==> src/rtl/memory_loader_pkg.sv <==
// Shared definitions for the boot-time RAM loader: state encodings and the
// RAM data width (`WIDTH, defaults to 16 when not supplied by the build).
`ifndef WIDTH
`define WIDTH 16
`endif

package memory_loader_pkg;

   localparam logic [3:0] LDR_IDLE    = 4'd0;
   localparam logic [3:0] LDR_LEN_HI  = 4'd1;
   localparam logic [3:0] LDR_LEN_LO  = 4'd2;
   localparam logic [3:0] LDR_DATA_HI = 4'd3;
   localparam logic [3:0] LDR_DATA_LO = 4'd4;
   localparam logic [3:0] LDR_WRITE   = 4'd5;
   localparam logic [3:0] LDR_CHECK   = 4'd6;
   localparam logic [3:0] LDR_DONE    = 4'd7;
   localparam logic [3:0] LDR_ERROR   = 4'd8;

   // States in which the loader consumes a byte from the host link.
   function automatic logic accepts_byte(input logic [3:0] s);
      return (s == LDR_LEN_HI) || (s == LDR_LEN_LO) || (s == LDR_DATA_HI) ||
             (s == LDR_DATA_LO) || (s == LDR_CHECK);
   endfunction

   function automatic logic is_quiescent(input logic [3:0] s);
      return (s == LDR_IDLE) || (s == LDR_DONE) || (s == LDR_ERROR);
   endfunction

endpackage

==> src/rtl/memory_loader_checksum.sv <==
// 8-bit running XOR over the data bytes of a load frame; used only when
// LOADER_CHECKSUM_EN is defined.
module loader_checksum (
   input  logic       clock_i,
   input  logic       reset_i,
   input  logic       clear_i,
   input  logic       acc_i,
   input  logic [7:0] data_i,
   output logic [7:0] sum_o
);

   logic [7:0] sum_q;

   always_ff @(posedge clock_i or posedge reset_i) begin
      if (reset_i) begin
         sum_q <= 8'h00;
      end else if (clear_i) begin
         sum_q <= 8'h00;
      end else if (acc_i) begin
         sum_q <= sum_q ^ data_i;
      end
   end

   assign sum_o = sum_q;

endmodule

==> src/rtl/memory_loader.sv <==
// Boot loader: length-prefixed big-endian byte stream -> consecutive RAM words,
// CPU held until the image is in place. Optional trailing XOR byte: LOADER_CHECKSUM_EN.
module memory_loader
   import memory_loader_pkg::*;
#(
   parameter logic [15:0] BASE_ADDR = 16'h0000,
   parameter int          DEPTH     = 32
) (
   input  logic              clock_i,
   input  logic              reset_i,
   input  logic              start_i,
   input  logic [7:0]        rx_data_i,
   input  logic              rx_valid_i,
   output logic              rx_ready_o,
   output logic [15:0]       memory_address_o,
   output logic              memory_write_enable_o,
   output logic [`WIDTH-1:0] memory_data_out_o,
   output logic              cpu_hold_o,
   output logic              busy_o,
   output logic              done_o,
   output logic              error_o
);

   logic [3:0]  state_q, state_d;
   logic [7:0]  len_hi_q, len_hi_d;
   logic [7:0]  hi_q, hi_d;
   logic [15:0] len_q, len_d;
   logic [15:0] index_q, index_d;
   logic [15:0] data_q, data_d;

   logic        xfer;
   logic        start_ok;
   logic [15:0] len_w;
   logic        last_w;

   assign xfer     = rx_valid_i & rx_ready_o;
   assign start_ok = start_i & is_quiescent(state_q);
   assign len_w    = {len_hi_q, rx_data_i};
   assign last_w   = (index_q + 16'd1) == len_q;

`ifdef LOADER_CHECKSUM_EN
   localparam logic [3:0] AFTER_DATA = LDR_CHECK;
   logic [7:0] chk_w;

   loader_checksum u_checksum (
      .clock_i (clock_i),
      .reset_i (reset_i),
      .clear_i (start_ok),
      .acc_i   (xfer && (state_q == LDR_DATA_HI || state_q == LDR_DATA_LO)),
      .data_i  (rx_data_i),
      .sum_o   (chk_w)
   );
`else
   localparam logic [3:0] AFTER_DATA = LDR_DONE;
`endif

   always_comb begin
      state_d  = state_q;
      len_hi_d = len_hi_q;
      hi_d     = hi_q;
      len_d    = len_q;
      index_d  = index_q;
      data_d   = data_q;
      case (state_q)
         LDR_IDLE, LDR_DONE, LDR_ERROR: begin
            if (start_ok) begin
               state_d = LDR_LEN_HI;
               index_d = 16'd0;
            end
         end
         LDR_LEN_HI: begin
            if (xfer) begin
               len_hi_d = rx_data_i;
               state_d  = LDR_LEN_LO;
            end
         end
         LDR_LEN_LO: begin
            if (xfer) begin
               len_d = len_w;
               if (len_w > 16'(DEPTH))  state_d = LDR_ERROR;
               else if (len_w == 16'd0) state_d = AFTER_DATA;
               else                     state_d = LDR_DATA_HI;
            end
         end
         LDR_DATA_HI: begin
            if (xfer) begin
               hi_d    = rx_data_i;
               state_d = LDR_DATA_LO;
            end
         end
         LDR_DATA_LO: begin
            if (xfer) begin
               data_d  = {hi_q, rx_data_i};
               state_d = LDR_WRITE;
            end
         end
         LDR_WRITE: begin
            index_d = index_q + 16'd1;
            state_d = last_w ? AFTER_DATA : LDR_DATA_HI;
         end
`ifdef LOADER_CHECKSUM_EN
         LDR_CHECK: begin
            if (xfer) state_d = (rx_data_i == chk_w) ? LDR_DONE : LDR_ERROR;
         end
`endif
         default: state_d = LDR_IDLE;
      endcase
   end

   always_ff @(posedge clock_i or posedge reset_i) begin
      if (reset_i) begin
         state_q  <= LDR_IDLE;
         len_hi_q <= 8'h00;
         hi_q     <= 8'h00;
         len_q    <= 16'd0;
         index_q  <= 16'd0;
         data_q   <= 16'd0;
      end else begin
         state_q  <= state_d;
         len_hi_q <= len_hi_d;
         hi_q     <= hi_d;
         len_q    <= len_d;
         index_q  <= index_d;
         data_q   <= data_d;
      end
   end

   // Address wraps mod 2^16 by construction; outputs decode straight from state.
   assign rx_ready_o            = accepts_byte(state_q);
   assign memory_write_enable_o = (state_q == LDR_WRITE);
   assign memory_address_o      = BASE_ADDR + index_q;
   assign memory_data_out_o     = `WIDTH'(data_q);
   assign cpu_hold_o            = (state_q != LDR_DONE);
   assign busy_o                = !is_quiescent(state_q);
   assign done_o                = (state_q == LDR_DONE);
   assign error_o               = (state_q == LDR_ERROR);

endmodule

==> config.mk <==
export PLATFORM = sky130hd
export DESIGN_NAME = memory_loader
export DESIGN_NICKNAME = d
export VERILOG_FILES = /design/src/rtl/memory_loader_pkg.sv /design/src/rtl/memory_loader_checksum.sv /design/src/rtl/memory_loader.sv
export SDC_FILE = /design/constraint.sdc
export NUM_CORES = 1
export LEC_CHECK = 0
export CORE_MARGIN = 1
export CORE_UTILIZATION = 30
export DETAILED_ROUTE_END_ITERATION = 12
export HOLD_SLACK_MARGIN = 0.1
export PLACE_DENSITY = 0.51
export SETUP_SLACK_MARGIN = 0.3
export SLEW_MARGIN = 25
export SYNTH_ARGS = -nofsm -noshare
export SYNTH_HDL_FRONTEND = slang
export SYNTH_SLANG_ARGS = --single-unit
export TNS_END_PERCENT = 50
==> constraint.sdc <==
create_clock -name clock_i -period 2 [get_ports clock_i]
set_input_delay 0.2 -clock clock_i [delete_from_list [all_inputs] [get_ports clock_i]]
set_output_delay 0.2 -clock clock_i [all_outputs]
set_load 0.05 [all_outputs]
# After elaboration in Yosys (flattened, before gate mapping)

Cells that the tools add are included.

Add/sub/neg operators: 1
Order comparisons: 1
Equality and inequality tests: 15
Multiplexer cells: 11
Bitwise logic cells: 2
Reduce and logical (&&, ||, !) cells: 17

Operators with widths:

| kind                                                                              | number |
|---|---|
| 16-bit case mux with 2 select lines                                               | 1 |
| 4-bit 2-to-1 mux                                                                  | 6 |
| 4-bit case mux with 6 select lines                                                | 1 |
| 16-bit by 1-bit adder with 16-bit output (second input constant)                  | 1 |
| 16-bit == test                                                                    | 1 |
| 4-bit by 3-bit == test with 1-bit output (second input constant)                  | 4 |
| 16-bit by 6-bit greater-than comparator with 1-bit output (second input constant) | 1 |
| 16-bit logical NOT                                                                | 1 |
| 16-bit 2-to-1 mux                                                                 | 1 |
| 2-bit inequality test (second input constant)                                     | 5 |
| 2-bit AND reduction                                                               | 5 |
| 4-bit by 2-bit == test with 1-bit output (second input constant)                  | 2 |
| 1-bit logical OR                                                                  | 6 |
| 3-bit 2-to-1 mux                                                                  | 2 |
| 5-bit AND reduction                                                               | 1 |
| 4-bit by 1-bit == test with 1-bit output (second input constant)                  | 1 |
| 4-bit == test (second input constant)                                             | 1 |
| 4-bit logical NOT                                                                 | 1 |
| 4-bit by 3-bit inequality test with 1-bit output (second input constant)          | 1 |
| 3-bit OR reduction                                                                | 1 |
| 1-bit bitwise AND                                                                 | 2 |
| 2-bit nonzero test                                                                | 1 |
| 1-bit logical NOT                                                                 | 1 |

Register bits after elaboration: 68
Input port bits: 12

# Longest topological paths before layout

Gate-level depths: netlist of run 1.

Word-level depth: 8
Gate-level depth with buffers: 8
Depth with buffers taken out: 7

# Worst setup path before layout of run 1

Ideal clock, no wire load.

Path kind: register to register
From: reg index_q[0]
To: reg state_q[2]
Setup time: 0.092 ns
Data arrival time: 2.154 ns
Slack: -0.245 ns
Stages on the path, launching flop included: 8
Period minus slack after synthesis: 2.245 ns
Cells stage by stage: dfrtp_1 -> ha_1 -> and3_1 -> nand3_1 -> xnor2_1 -> a2111oi_0 -> nand4_1 -> o31ai_2

Longest elaborated chain between the ends: 4

Ends and longest elaborated chain:

| what                                     | line                 | source |
|---|---|---|
| from (decl)                              | memory_loader.sv:28  | `logic [15:0] index_q, index_d;` |
| from (signal assigned)                   | memory_loader.sv:123 | `index_q <= index_d;` |
| 16-bit by 1-bit adder with 16-bit output | memory_loader.sv:39  | `assign last_w = (index_q + 16'd1) == len_q;` |
| 16-bit == test                           | memory_loader.sv:39  |  |
| 3-bit 2-to-1 mux                         | memory_loader.sv:99  | `state_d = last_w ? AFTER_DATA : LDR_DATA_HI;` |
| 4-bit case mux with 6 select lines       | memory_loader.sv:64  | `case (state_q)` |
| to (signal assigned)                     | memory_loader.sv:119 | `state_q <= state_d;` |
| to (decl)                                | memory_loader.sv:24  | `logic [3:0] state_q, state_d;` |

No other way between the ends.
A chain may end at the register's enable or synchronous reset.

# Worst setup path in the final report of run 1

Ends and elaborated chain as after synthesis.

==> impl_metrics.py, run 1 <==
metrics = {
    "floorplanning": {
        "die_h_um": 108,
        "die_area_um2": 11700,
        "fp.dieW_um": 108,
        "core_um2": 10900,
        "start_util": 0.310,
        "io_pins": 50,
        "rows": 38,
    },
    "setup_path": {
        "crit_path_start_kind": "flip-flop",
        "path_max_fanout": 5,
        "cp_slowest_cell": "dfrtp_2",
        "timing_worst_setup_path_type": "flip-flop to flip-flop",
        "worstRegToRegCells": 7,
        "rr_startpoint": "index_q[0]$_DFFE_PP0P_",
        "cp.arrival_ps": 2150,
        "crit_chain": "buf_4, nand3_4, nor4_4, xnor2_1, nor2_1, or3b_4, o31ai_4",
        "cp_num_buf_inv": 1,
        "required_ps": 2240,
        "worstSetupEndpointType": "flip-flop",
        "cpPeakStageDelay_ps": 400,
        "critPathTopFamily": "simple AND/OR/NAND/NOR gates",
        "r2r_end": "state_q[2]$_DFFE_PP0P_",
        "rrSetupSlack_ps": 90,
    },
    "grt": {
        "grt_remaining_overflow": 0,
        "top_usage_layer": "met2",
        "globalRouteMet2Util": 0.255,
        "gr-usage-met1": 0.209,
        "antenna_found_initial": 0,
        "gr-usage-met3": 0.0464,
        "grt_pass1_vias": 2680,
        "grt_max_degree": 69,
        "grt_pass1_wl_mm": 14.3,
        "grt_use_total": 0.159,
    },
    "layout": {
        "drive_gt1_frac": 0.437,
        "final_area_um2": 5050,
        "areaGrowthSynthToFinish_pct": 48.8,
        "final-instance-count-excl-fill": 552,
        "final_nets": 420,
        "utilization": 0.461,
        "n_antenna_cell": 0,
    },
    "clock_network": {
        "clk_path_buf_depth": 2,
        "cts_tree": "done",
        "htreeDepth": 3,
        "clk_latency_ps": 330,
        "cts_root_buffer": "clkbuf_16",
        "path_clk_slew_ps": 60,
        "hold_buffers": 0,
        "cts.sinks": 68,
        "cts_buffers": 9,
    },
    "route": {
        "antenna_left": 0,
        "drt-wirelength-per-cell_um": 16.1,
        "first_pass_iters": 4,
        "via_count": 2728,
        "drc_errors": 0,
        "vias_per_cell": 4.94,
        "drt_iter0_drc": 95,
        "wirelength_mm": 8.89,
    },
    "power_and_ir_drop": {
        "p_leak_nw": 2.27,
        "power_density_nw_per_um2": 1410,
        "power_mw": 7.09,
        "vdd_drop_max_mv": 0.625,
    },
    "sta": {
        "tightest_slew_ps": 523,
        "setup_violations": 0,
        "min_period_ps": 1910,
        "tns_ps": 0,
        "slew_violations": 0,
        "slew_headroom": 0.650,
        "finalCritPeriodShare": 0.957,
        "hold_viol_final": 0,
        "rsz0062_at_grt": "yes",
        "clock.fmax_mhz": 523,
        "finClkSkew_ps": 7.35,
    },
    "job": {
        "max-cap-violations": 0,
    },
    "placed_design": {
        "io_buffers": 49,
        "gp_congestion": 0.799,
        "placedInstanceArea_um2": 4340,
        "dp_hpwl_mm": 6.03,
        "placedCellCount": 508,
    },
    "logic_synthesis": {
        "seq_area_frac_synth": 0.502,
        "yosys_warnings": 0,
        "ys_ff_latch": 68,
        "syn-num-nets": 320,
        "syn_area_per_cell_um2": 11.0,
        "synth_cell_type_count": 47,
        "synth.area.top_cells": "dfrtp_1 (50%), mux2_2 (16%), xnor2_1 (3.6%)",
        "synth_largest_type_area_fraction": 0.502,
        "synth.largest_area_cell": "dfrtp_1",
        "syn-cell-area_um2": 3390,
        "synthCells": 307,
    },
    "worst_hold_path": {
        "hold_class": "primary input to asynchronous set/reset pin",
    },
    "status": {
        "status": "finished clean",
    },
}
-- repair_timing --
item | CTS | global route
buffers inserted | 10 | 18
resized for setup | 28 | 41
pin swaps | 12 | 15
setup endpoints to repair | 60 | 66
-- sequential cells by signal, indices dropped and copies added (netlist names) --
signal,count
hi_q,8
index_q,16
len_hi_q,8
len_q,16
memory_data_out_o,16
state_q,4
-- metal layers --
layer / part of all wire / wire [um]
met3: 0.040 / 359
met5: 0 / 0
met4: 0.012 / 106
met2: 0.48 / 4250
met1: 0.47 / 4170
-- worst max path at each step --
| stage | from | slack, ps | depth (start not counted) | endpoint |
|---|---|---|---|---|
| 4_1_cts | index_q[1]$_DFFE_PP0P_ | 70 | 7 | state_q[2]$_DFFE_PP0P_ |
| 5_1_grt | index_q[1]$_DFFE_PP0P_ | 20 | 7 | state_q[2]$_DFFE_PP0P_ |
| 6_report | index_q[0]$_DFFE_PP0P_ | 90 | 7 | state_q[2]$_DFFE_PP0P_ |
| 2_1_floorplan | index_q[11]$_DFFE_PP0P_ | -30 | 7 | state_q[2]$_DFFE_PP0P_ |
| 3_3_place_gp | index_q[6]$_DFFE_PP0P_ | 80 | 6 | state_q[2]$_DFFE_PP0P_ |
| 3_5_place_dp | index_q[0]$_DFFE_PP0P_ | 20 | 7 | state_q[2]$_DFFE_PP0P_ |
-- metrics by stage --
step	hold WS (ps)	setup slack (ps)
final	302	86.7
after global routing	337	22.1
after CTS	326	73.4
after detailed placement	493	24.1
after global placement	484	82.4
after floorplan	344	-28.1
-- cell usage in the layout (no fill, tap or decap), types with 3 or more instances in the layout --
cell             instances
or3_1                    3
nor2_1                  15
nand4_1                  3
xor2_1                   5
a21oi_1                  7
inv_1                    3
o21ai_0                 21
nand3_1                  3
nor3_1                   7
o31ai_1                  8
dfrtp_2                 18
inv_6                    3
clkdlybuf4s50_1         23
and3_1                   3
xnor2_1                 14
dlymetal6s2s_1           7
dlygate4sd2_1           14
o21ai_1                  5
dfrtp_1                 50
mux2_2                  48
buf_6                    7
nand2_1                 22
buf_4                   46
clkbuf_16                9
buf_12                   6
clkinvlp_4               3
nor2b_1                  3
nand3_4                  3
-- worst min-delay path: stages --
cell and delay (ps):
clkdlybuf4s50_1 440, clkinvlp_4 90, buf_12 300
-- layout make-up --
type,instances,area (um2)
clock inverter,7,82.6
sequential,68,1720
clock buffer,9,225
tap,140,175
multi-input combinational,219,1830
fill,1024,5890
timing repair buffer,103,985
inverter,6,28.8
-- cell usage after synthesis, drive strengths merged --
cell type / instances
dfrtp: 68
mux2: 48
o21ai: 26
nand2: 24
nor2: 18
xnor2: 14
a21oi: 10
o31ai: 10
clkbuf: 9
nor3: 8
nand3: 7
inv: 6
nor2b: 6
buf: 5
nand4: 5
nor4: 5
or3: 5
xor2: 5
and2: 3
and3: 3
a211oi: 2
a31oi: 2
and4: 2
a2111oi: 1
a21o: 1
a221oi: 1
a22o: 1
ha: 1
nand2b: 1
nor3b: 1
nor4b: 1
o211ai: 1
o21a: 1
o22a: 1
o22ai: 1
o2bb2ai: 1
o311ai: 1
o41ai: 1
or3b: 1
-- power breakdown --
group	switching [mW]	internal, mW
Sequential	0.409	1.90
Combinational	1.65	1.49
Clock	0.657	0.987
Total	2.72	4.38
-- logic make-up after synthesis --
kind of cell / count (synthesis) / synth area share
and+or+nand+nor: 90 / 0.150
xor gates and xnor gates: 19 / 0.0491
AOI/OAI and AO/OA: 61 / 0.111
muxes: 48 / 0.159
buffers and inverters: 20 / 0.0247
DFF: 68 / 0.502
adders and majority gates: 1 / 0.00369
No activity file was read; power rests on OpenSTA's default activity.
==> run 2, diff against run 1 <==
--- a/config.mk
+++ b/config.mk
@@ -8,6 +8,7 @@
 export CORE_MARGIN = 1
 export CORE_UTILIZATION = 30
 export DETAILED_ROUTE_END_ITERATION = 12
+export GPL_TIMING_DRIVEN = 1
 export HOLD_SLACK_MARGIN = 0.1
 export PLACE_DENSITY = 0.51
 export SETUP_SLACK_MARGIN = 0.3
==> results of run 2 <==
Same layout as run 1: the final DEF is identical, and so are final timing and power.
==> run 3, diff against run 2 <==
--- a/config.mk
+++ b/config.mk
@@ -16,4 +16,3 @@
 export SYNTH_ARGS = -nofsm -noshare
 export SYNTH_HDL_FRONTEND = slang
 export SYNTH_SLANG_ARGS = --single-unit
-export TNS_END_PERCENT = 50
==> impl_metrics.py, run 3 (synthesis results as in run 1) <==
metrics = {
    "layout": {
        "areaGrowthSynthToFinish_pct": 50.8,
        "n_antenna_cell": 0,
        "final_nets": 424,
        "final_cell_mix": "dfrtp_1 (51), mux2_2 (48), buf_4 (47)",
        "layout_commonest_cell": "dfrtp_1",
        "fillers": 1012,
        "drive_gt1_frac": 0.440,
        "utilization": 0.468,
        "final-instance-count-excl-fill": 556,
        "final_area_um2": 5120,
    },
    "setup_path": {
        "worstSetupEndpointType": "flip-flop",
        "cp.arrival_ps": 2150,
        "critPathTopFamily": "simple AND/OR/NAND/NOR gates",
        "cpPeakStageDelay_ps": 430,
        "required_ps": 2230,
        "worst-path-stages": 7,
        "crit_chain": "buf_4, and3_4, and2_1, o21ai_2, a31oi_2, or3b_1, o31ai_2",
        "path_max_fanout": 4,
        "crit_path_start_kind": "flip-flop",
        "cp_num_buf_inv": 1,
        "timing_worst_setup_path_type": "flip-flop to flip-flop",
        "worstRegToRegCells": 7,
        "cp_slowest_cell": "dfrtp_2",
    },
    "sta": {
        "slew_headroom": 0.648,
        "holdWs_ps": 294,
        "setup_slack_ps": 84.3,
        "min_period_ps": 1920,
        "setup_violations": 0,
        "finClkSkew_ps": 6.45,
        "clock.fmax_mhz": 522,
        "slew_violations": 0,
        "tightest_slew_ps": 529,
        "hold_viol_final": 0,
        "tns_ps": 0,
        "rsz0062_at_grt": "yes",
        "finalCritPeriodShare": 0.958,
    },
    "clock_network": {
        "cts_tree": "done",
        "cts_buffers": 9,
        "clk_latency_ps": 330,
        "cts_root_buffer": "clkbuf_16",
        "clk_path_buf_depth": 2,
        "hold_buffers": 0,
        "htreeDepth": 3,
        "cts.sinks": 68,
        "path_clk_slew_ps": 60,
    },
    "floorplanning": {
        "rows": 38,
        "die_h_um": 108,
        "fp.dieW_um": 108,
        "start_util": 0.310,
        "die_area_um2": 11700,
        "io_pins": 50,
        "core_um2": 10900,
    },
    "grt": {
        "grt_remaining_overflow": 0,
        "grt_pass1_wl_mm": 14.6,
        "grt_use_total": 0.162,
        "grt_pass1_vias": 2845,
        "grt_max_degree": 69,
        "antenna_found_initial": 0,
    },
    "route": {
        "drt_iter0_drc": 112,
        "drt-wirelength-per-cell_um": 16.0,
        "via_count": 2756,
        "first_pass_iters": 6,
        "antenna_left": 0,
        "drc_errors": 0,
        "vias_per_cell": 4.96,
        "wirelength_mm": 8.92,
    },
    "power_and_ir_drop": {
        "p_leak_nw": 2.35,
        "power_mw": 7.19,
        "power_density_nw_per_um2": 1400,
        "vdd_drop_max_mv": 0.681,
    },
    "worst_hold_path": {
        "hold_class": "primary input to asynchronous set/reset pin",
    },
    "job": {
        "max-cap-violations": 0,
    },
    "placed_design": {
        "dp_hpwl_mm": 5.88,
        "io_buffers": 49,
        "gp_congestion": 0.794,
        "placedInstanceArea_um2": 4330,
        "placedCellCount": 507,
        "place_ws_ps": 51.1,
    },
    "status": {
        "status": "finished clean",
    },
}
==> run 3: cell types whose count changed in the layout (fill, tap and decap cells not counted), moves of 3 or more <==
cell	before	now
clkdlybuf4s50_1	23	11
dlymetal6s2s_1	7	11
dlygate4sd2_1	14	20
nor3_2	0	3
inv_6	3	0
==> run 3: repair_timing <==
item	4_1_cts	5_1_grt
endpoints found under the setup margin	60	66
setup buffers	16	16
gates resized for setup	47	29
pin swaps	10	12
gates cloned	1	0
==> run 3: final timing paths <==
check / start / endpoint / slack, ps
max: index_q[0]$_DFFE_PP0P_ / state_q[2]$_DFFE_PP0P_ / 80
min: reset_i / state_q[1]$_DFFE_PP0P_ / 290
max reg2reg: index_q[0]$_DFFE_PP0P_ / state_q[2]$_DFFE_PP0P_ / 80
min reg2reg: memory_data_out_o[1]$_DFFE_PP0P_ / memory_data_out_o[1]$_DFFE_PP0P_ / 500
max in group asynchronous: reset_i / index_q[3]$_DFFE_PP0P_ / 1350
min in group clock_i: memory_data_out_o[1]$_DFFE_PP0P_ / memory_data_out_o[1]$_DFFE_PP0P_ / 500
==> run 3: per-layer routing <==
metal,up-vias,track usage,share of wire
met5,-,0,0
met4,0,0.0521,0.014
met3,14,0.0404,0.045
met2,58,0.266,0.49
met1,1357,0.207,0.45
li1,1327,-,-
==> run 3: worst min-delay path: cells and delay by family <==
family | cells | cell delay [ps]
buffers and inverters | 3 | 830
==> run 3: area by class of cell <==
cell class / instances / area, um2 / share of cell area
timing repair buffer: 107 / 1050 / 0.205
clock buffer: 11 / 253 / 0.0494
clock inverter: 5 / 83.8 / 0.0164
tap: 140 / 175 / 0.0342
sequential: 68 / 1720 / 0.337
multi-input combinational: 219 / 1800 / 0.352
inverter: 6 / 28.8 / 0.00562
==> run 3: power by group <==
| group | leakage, nW | switching [mW] | internal, mW | total [mW] |
|---|---|---|---|---|
| Sequential | 0.835 | 0.403 | 1.90 | 2.30 |
| Clock | 0.158 | 0.593 | 1.16 | 1.75 |
| Combinational | 1.35 | 1.64 | 1.50 | 3.13 |
